### src/rtl/trdb_pkg.sv
// rtl/trdb_pkg.sv - shared packet/state types and request helpers for the trace sequencer
package trdb_pkg;

  // Packet formats understood by the emitter.
  typedef enum logic [1:0] {
    F_OPT_EXT    = 2'b00,
    F_DIFF_DELTA = 2'b01,
    F_ADDR_ONLY  = 2'b10,
    F_SYNC       = 2'b11
  } trdb_format_e;

  // Subformats of F_SYNC.
  typedef enum logic [1:0] {
    SF_START   = 2'b00,
    SF_TRAP    = 2'b01,
    SF_CONTEXT = 2'b10,
    SF_SUPPORT = 2'b11
  } trdb_f_sync_subformat_e;

  // Qualification status carried in SF_SUPPORT packets.
  typedef enum logic [1:0] {
    QS_NO_CHANGE  = 2'b00,
    QS_ENDED_REP  = 2'b01,
    QS_TRACE_LOST = 2'b10,
    QS_ENDED_NTR  = 2'b11
  } trdb_qual_status_e;

  // Trace on/off sequencing states.
  typedef enum logic [2:0] {
    IDLE    = 3'd0,
    SUP_ON  = 3'd1,
    SYNC    = 3'd2,
    RUN     = 3'd3,
    SUP_OFF = 3'd4
  } trdb_seq_state_e;

  // Contents of the one-entry request register (valid bit kept separately).
  typedef struct packed {
    trdb_format_e           fmt;
    trdb_f_sync_subformat_e sub;
    trdb_qual_status_e      qual;
    logic                   timeout;
  } trdb_req_t;

  // Branch-map fill count at which the map must be drained.
  localparam logic [4:0] BRANCH_MAP_FULL = 5'd31;

  function automatic trdb_req_t mk_req(
    input trdb_format_e           fmt,
    input trdb_f_sync_subformat_e sub,
    input trdb_qual_status_e      qual,
    input logic                   timeout
  );
    trdb_req_t r;
    r.fmt     = fmt;
    r.sub     = sub;
    r.qual    = qual;
    r.timeout = timeout;
    return r;
  endfunction

  // SF_START and SF_TRAP restart the decoder's view, so they also restart the resync timer.
  function automatic logic req_restarts(input trdb_req_t r);
    return (r.fmt == F_SYNC) && ((r.sub == SF_START) || (r.sub == SF_TRAP));
  endfunction

  // Packets that consume the branch map and therefore empty it once accepted.
  function automatic logic req_flushes(input trdb_req_t r);
    return req_restarts(r) || (r.fmt == F_DIFF_DELTA);
  endfunction

endpackage

### src/rtl/trdb_resync_counter.sv
// rtl/trdb_resync_counter.sv - saturating retirement counter raising a periodic resync flag
module trdb_resync_counter
  import trdb_pkg::*;
#(
  parameter int unsigned RESYNC_MAX = 1024,
  parameter int unsigned CNT_W      = 16
) (
  input  logic clk_i,
  input  logic rst_i,
  input  logic en_i,
  input  logic clr_i,
  output logic pending_o
);

  localparam logic [CNT_W-1:0] CNT_LAST = CNT_W'(RESYNC_MAX - 1);
  localparam logic [CNT_W-1:0] CNT_ONE  = CNT_W'(1);

  logic [CNT_W-1:0] cnt_q, cnt_d, cnt_inc;
  logic             pending_q, pending_d;

  // Count qualified retirements, hold at the last value and latch the resync request there
  always_comb begin
    cnt_d     = cnt_q;
    pending_d = pending_q;
    cnt_inc   = (cnt_q == CNT_LAST) ? cnt_q : (cnt_q + CNT_ONE);
    if (clr_i) begin
      cnt_d     = '0;
      pending_d = 1'b0;
    end else if (en_i) begin
      cnt_d = cnt_inc;
      if (cnt_inc == CNT_LAST) begin
        pending_d = 1'b1;
      end
    end
  end

  // Counter and flag registers
  always_ff @(posedge clk_i or posedge rst_i) begin
    if (rst_i) begin
      cnt_q     <= '0;
      pending_q <= 1'b0;
    end else begin
      cnt_q     <= cnt_d;
      pending_q <= pending_d;
    end
  end

  assign pending_o = pending_q;

endmodule

### src/rtl/trdb_packet_sequencer.sv
// rtl/trdb_packet_sequencer.sv - decides which trace packet to request from the emitter, and when
module trdb_packet_sequencer
  import trdb_pkg::*;
#(
  parameter int unsigned RESYNC_MAX = 1024,
  parameter int unsigned CNT_W      = 16
) (
  input  logic       clk_i,
  input  logic       rst_i,
  input  logic       enable_i,
  input  logic       valid_i,
  input  logic       exception_i,
  input  logic       priv_change_i,
  input  logic       updiscon_i,
  input  logic [4:0] branches_i,
  input  logic       req_ready_i,
  output logic       req_valid_o,
  output logic [1:0] packet_format_o,
  output logic [1:0] packet_f_sync_subformat_o,
  output logic [1:0] qual_status_o,
  output logic       resync_timeout_o,
  output logic       branch_map_flush_o,
  output logic       stall_o
);

  trdb_seq_state_e state_q, state_d;
  trdb_req_t       req_q, req_d;
  logic            req_valid_q, req_valid_d;
  logic            flush_q, flush_d;

  logic            accept;
  logic            slot_free;
  logic            stall;
  logic            shutdown;
  logic            sync_accept;
  logic            resync_pending;
  logic            resync_due;
  logic            cnt_en;
  logic            cnt_clr;
  logic            run_hit;
  trdb_req_t       run_req;

  // A new request may load in the same cycle the current one is accepted.
  assign accept      = req_valid_q & req_ready_i;
  assign slot_free   = ~req_valid_q | req_ready_i;
  assign stall       = req_valid_q & ~req_ready_i;
  assign shutdown    = slot_free & ~enable_i;
  assign sync_accept = accept & req_restarts(req_q);
  // A restart being accepted this cycle already satisfies the timer.
  assign resync_due  = resync_pending & ~sync_accept;
  assign cnt_en      = (state_q == RUN) & valid_i & ~stall;
  assign cnt_clr     = (state_q != RUN) | sync_accept;

  trdb_resync_counter #(
    .RESYNC_MAX (RESYNC_MAX),
    .CNT_W      (CNT_W)
  ) u_resync_counter (
    .clk_i     (clk_i),
    .rst_i     (rst_i),
    .en_i      (cnt_en),
    .clr_i     (cnt_clr),
    .pending_o (resync_pending)
  );

  // Priority decode of the packet a retirement asks for while tracing runs
  always_comb begin
    run_hit = 1'b1;
    run_req = '0;
    if (exception_i) begin
      run_req = mk_req(F_SYNC, SF_TRAP, QS_NO_CHANGE, 1'b0);
    end else if (priv_change_i | resync_due) begin
      run_req = mk_req(F_SYNC, SF_START, QS_NO_CHANGE, ~priv_change_i);
    end else if (updiscon_i) begin
      run_req.fmt = (branches_i == 5'd0) ? F_ADDR_ONLY : F_DIFF_DELTA;
    end else if (branches_i == BRANCH_MAP_FULL) begin
      run_req.fmt = F_DIFF_DELTA;
    end else begin
      run_hit = 1'b0;
    end
  end

  // Next state of the sequencer and of the one-entry request register
  always_comb begin
    state_d     = state_q;
    req_valid_d = req_valid_q;
    req_d       = req_q;
    flush_d     = accept & req_flushes(req_q);
    if (accept) begin
      req_valid_d = 1'b0;
      req_d       = '0;
    end
    case (state_q)
      IDLE: begin
        if (enable_i) begin
          req_valid_d = 1'b1;
          req_d       = mk_req(F_SYNC, SF_SUPPORT, QS_NO_CHANGE, 1'b0);
          state_d     = SUP_ON;
        end
      end
      SUP_ON: begin
        if (shutdown) begin
          req_valid_d = 1'b1;
          req_d       = mk_req(F_SYNC, SF_SUPPORT, QS_ENDED_REP, 1'b0);
          state_d     = SUP_OFF;
        end else if (accept) begin
          state_d = SYNC;
        end
      end
      SYNC: begin
        if (shutdown) begin
          req_valid_d = 1'b1;
          req_d       = mk_req(F_SYNC, SF_SUPPORT, QS_ENDED_REP, 1'b0);
          state_d     = SUP_OFF;
        end else if (req_valid_q) begin
          if (accept) begin
            state_d = RUN;
            // Tracing is live from this cycle, so a retirement here is decoded normally.
            if (valid_i && run_hit) begin
              req_valid_d = 1'b1;
              req_d       = run_req;
            end
          end
        end else if (valid_i) begin
          req_valid_d = 1'b1;
          req_d       = mk_req(F_SYNC, SF_START, QS_NO_CHANGE, 1'b0);
        end
      end
      RUN: begin
        if (shutdown) begin
          // Disable wins over any same-cycle event, which is dropped.
          req_valid_d = 1'b1;
          req_d       = mk_req(F_SYNC, SF_SUPPORT, QS_ENDED_REP, 1'b0);
          state_d     = SUP_OFF;
        end else if (slot_free && valid_i && run_hit) begin
          req_valid_d = 1'b1;
          req_d       = run_req;
        end
      end
      SUP_OFF: begin
        if (accept) begin
          state_d = IDLE;
        end
      end
      default: begin
        state_d     = IDLE;
        req_valid_d = 1'b0;
        req_d       = '0;
      end
    endcase
  end

  // FSM state and registered outputs
  always_ff @(posedge clk_i or posedge rst_i) begin
    if (rst_i) begin
      state_q     <= IDLE;
      req_valid_q <= 1'b0;
      req_q       <= '0;
      flush_q     <= 1'b0;
    end else begin
      state_q     <= state_d;
      req_valid_q <= req_valid_d;
      req_q       <= req_d;
      flush_q     <= flush_d;
    end
  end

  assign req_valid_o               = req_valid_q;
  assign packet_format_o           = req_q.fmt;
  assign packet_f_sync_subformat_o = req_q.sub;
  assign qual_status_o             = req_q.qual;
  assign resync_timeout_o          = req_q.timeout;
  assign branch_map_flush_o        = flush_q;
  assign stall_o                   = stall;

endmodule

### config.mk
export PLATFORM = sky130hd
export DESIGN_NAME = trdb_packet_sequencer
export DESIGN_NICKNAME = d
export VERILOG_FILES = /design/src/rtl/trdb_pkg.sv /design/src/rtl/trdb_resync_counter.sv /design/src/rtl/trdb_packet_sequencer.sv
export SDC_FILE = /design/constraint.sdc
export NUM_CORES = 1
export LEC_CHECK = 0
export ABC_AREA = 1
export BUFFER_PORTS_ARGS = -buffer_cell sky130_fd_sc_hd__buf_2
export CAP_MARGIN = 20
export CORE_AREA = 3 3 73 75
export CTS_CLUSTER_DIAMETER = 80
export DETAILED_ROUTE_END_ITERATION = 10
export DIE_AREA = 0 0 76 78
export GPL_TIMING_DRIVEN = 0
export PLACE_DENSITY = 0.71
export SETUP_SLACK_MARGIN = 0.4
export SLEW_MARGIN = 20
export SYNTH_ARGS = -nofsm -noshare
export SYNTH_HDL_FRONTEND = slang
export SYNTH_SLANG_ARGS = --single-unit
### constraint.sdc
create_clock -name clk_i -period 2.26 [get_ports clk_i]
set_clock_uncertainty 0.1 [all_clocks]
set_input_delay 0.452 -clock clk_i [delete_from_list [all_inputs] [get_ports clk_i]]
set_output_delay 0.452 -clock clk_i [all_outputs]
set_load 0.1 [all_outputs]
==> impl_metrics.env <==
export IMPL_rsz0062_at_grt="true"
export IMPL_r2r_end="u_resync_counter.pending_o$_DFFE_PP0P_"
export IMPL_cp_top_family="simple AND/OR/NAND/NOR gates"
export IMPL_num_rows=25
export IMPL_avgSynthCellArea_um2=6.338
export IMPL_fin_area_um2=2514
export IMPL_power_density_nw_per_um2=1042
export IMPL_final_common_cell="nand2_1"
export IMPL_area_delta_synth_final_pct=17.69
export IMPL_period_needed_ps=1877
export IMPL_vdd_drop_max_v=0.0009159
export IMPL_cts_sinks=29
export IMPL_ys_ff_latch=29
export IMPL_layout_common_cells="nand2_1 (104), inv_1 (45), nor2_1 (37)"
export IMPL_die_w_um=76
export IMPL_critPathLaunchType="register"
export IMPL_coreArea_um2=4723
export IMPL_placed_cell_area_um2=2374
export IMPL_clockRootBuffer="clkbuf_8"
export IMPL_timing_fmax_mhz=532.8
export IMPL_hpwlAfterDp_um=4324
export IMPL_grt_max_degree=30
export IMPL_ant_nets=0
export IMPL_r2r_setup_slack_ps=380
export IMPL_grt_pass1_vias=2159
export IMPL_critical_path_arrival_ps=2000
export IMPL_h_tree_depth=2
export IMPL_via_per_inst=5.217
export IMPL_clk_pin_slew_ps=80
export IMPL_cp_max_fo=10
export IMPL_port_buffers=22
export IMPL_slowest_delay_ps=400
export IMPL_outcome="complete, no violations"
export IMPL_worstPathCellList="ha_4, nand3_2, nor2_4, nand2_2, buf_6, nand3_2, nand3_1, nor2_1, nand4_1, a21oi_1"
export IMPL_antenna_found_initial=0
export IMPL_syn_inst=337
export IMPL_setup_viol=0
export IMPL_clockBufferDepth=2
export IMPL_fin_setup_tns_ps=0
export IMPL_layout_worst_path_cycle_share_pct=83.05
export IMPL_critPathCaptureType="register"
export IMPL_cp_depth=10
export IMPL_ys_seq_area_share_pct=33.98
export IMPL_drcViolationCount=0
export IMPL_tightest_slew_ps=627.8
export IMPL_fin_util_pct=53.22
export IMPL_grt_pass1_wl_um=9632
export IMPL_synth_area_leaders="dfrtp_1 (34%), nand2_1 (19%), inv_1 (8.6%), nor2_1 (7.2%), nand3_1 (5.6%)"
export IMPL_place_gp_congestion=0.9060
export IMPL_fin_nets=384
export IMPL_cp_required_ps=2380
export IMPL_crit_top_cell="nand3_2"
export IMPL_n_antenna_cell=0
export IMPL_synth_area_um2=2136
export IMPL_cp_num_buf_inv=1
export IMPL_totalWireLength_um=5663
export IMPL_async_reset_ff_share_pct=100.0
export IMPL_relSlewSlack_pct=58.09
export IMPL_yosysWarnings=0
export IMPL_drtPass1Iterations=5
export IMPL_overflow=0
export IMPL_die_h_um=78
export IMPL_rr_startpoint="u_resync_counter.cnt_q[1]$_DFFE_PP0P_"
export IMPL_synth_edf_count=0
export IMPL_finalMaxSlewViolations=0
export IMPL_synth_area_leader_cell="dfrtp_1"
export IMPL_hold_viol=0
export IMPL_wl_per_cell_um=12.93
export IMPL_reg2reg_depth=10
export IMPL_critical_path_class="register to register"
export IMPL_synthDistinctLibCells=28
export IMPL_leakagePower_nw=1.250
export IMPL_num_vias=2285
export IMPL_hp_class="input pin to async pin"
export IMPL_numCtsBuffers=5
export IMPL_synth_top_area_share_pct=33.98
export IMPL_track_usage_pct=20.01
export IMPL_syn_nets=351
export IMPL_worst_slack_ps=383.1
export IMPL_final_cell_count_no_fill=438
export IMPL_max_cap_viol_count=0
export IMPL_dieArea_um2=5928
export IMPL_post_route_cells_drive_above_1_share_pct=18.06
export IMPL_dp_worst_setup_slack_ps=137.6
export IMPL_cts_tree="done"
export IMPL_ys_flop_type="dfrtp_1"
export IMPL_initial_core_util_pct=45.22
export IMPL_crit_slowest_cell="dfrtp_1"
export IMPL_postCtsHoldBufs=0
export IMPL_clock_latency_ps=290
export IMPL_io_pins=23
export IMPL_dr_first_iter_drc_count=148
export IMPL_dp_cells=426
-- layout make-up --
type / instances / area [um^2]
clock buffer: 6 / 72.57
sequential: 29 / 734.5
multi-input combinational: 253 / 1235
tap: 67 / 83.83
clock inverter: 2 / 10.01
buffer: 5 / 43.79
inverter: 50 / 191.4
timing repair buffer: 26 / 142.6
fill: 494 / 2210
-- through the flow --
step | hold slack [ps] | total power [mW]
after CTS | 155.4 | 2.595
final | 130.9 | 2.619
after global routing | 185.2 | 2.798
after floorplan | 408.0 | 1.855
after global placement | 356.9 | 2.132
after detailed placement | 351.6 | 2.159
-- cells in the mapped netlist (all sizes together) (4+ instances only) --
| cell | count |
|---|---|
| buf | 4 |
| a21oi | 13 |
| o21ai | 26 |
| nand3 | 26 |
| inv | 50 |
| nand2 | 109 |
| xor2 | 4 |
| nand4 | 13 |
| nor3 | 4 |
| dfrtp | 29 |
| nor2 | 45 |
| o22ai | 7 |
-- how the worst max path moves through the flow --
stage          slack, ps                                     end                                  start
2_1_floorplan        170   u_resync_counter.cnt_q[1]$_DFFE_PP0P_                  req_valid_o$_DFF_PP0_
3_3_place_gp         190  u_resync_counter.pending_o$_DFFE_PP0P_  u_resync_counter.cnt_q[0]$_DFFE_PP0P_
3_5_place_dp         140  u_resync_counter.pending_o$_DFFE_PP0P_  u_resync_counter.cnt_q[0]$_DFFE_PP0P_
4_1_cts              340  u_resync_counter.pending_o$_DFFE_PP0P_  u_resync_counter.cnt_q[0]$_DFFE_PP0P_
5_1_grt              250  u_resync_counter.pending_o$_DFFE_PP0P_  u_resync_counter.cnt_q[1]$_DFFE_PP0P_
6_report             380  u_resync_counter.pending_o$_DFFE_PP0P_  u_resync_counter.cnt_q[1]$_DFFE_PP0P_
-- registers in the layout, summed over array words and instances (netlist names) --
register	count
u_resync_counter.pending_o	1
qual_status_o	2
resync_timeout_o	1
u_resync_counter.cnt_q	16
packet_format_o	2
branch_map_flush_o	1
packet_f_sync_subformat_o	2
req_valid_o	1
state_q	3
-- logic make-up (layout without fill, tap and decap cells) --
| logic type | count (synthesis) | count (layout) | share of synthesized area [%] |
|---|---|---|---|
| xor gates and xnor gates | 4 | 4 | 1.640 |
| DFF | 29 | 29 | 33.98 |
| buffers and inverters | 55 | 89 | 10.19 |
| and+or+nand+nor | 198 | 198 | 40.83 |
| AOI/OAI and AO/OA | 50 | 50 | 12.77 |
| adders and majority gates | 1 | 1 | 0.5857 |
-- power breakdown --
group	leakage, nW	internal [mW]	switching [mW]	total [mW]
logic	0.822	0.363	1.11	1.47
registers	0.383	0.625	0.0952	0.721
clock network	0.0450	0.213	0.211	0.424
-- what timing repair did --
item	4_1_cts	5_1_grt
gates resized for setup	4	6
pin swaps	0	1
endpoints found under the hold margin	0	0
endpoints found under the setup margin	2	20
buffers inserted	0	4
-- metal layers --
layer | up-vias | routed length, um | track usage (%)
met4 | 0 | 76 | 5.978
li1 | 1151 | - | -
met3 | 12 | 276 | 3.480
met5 | - | 0 | 0
met2 | 66 | 2863 | 36.52
met1 | 1056 | 2447 | 24.06
No activity file was read; power rests on OpenSTA's default activity.
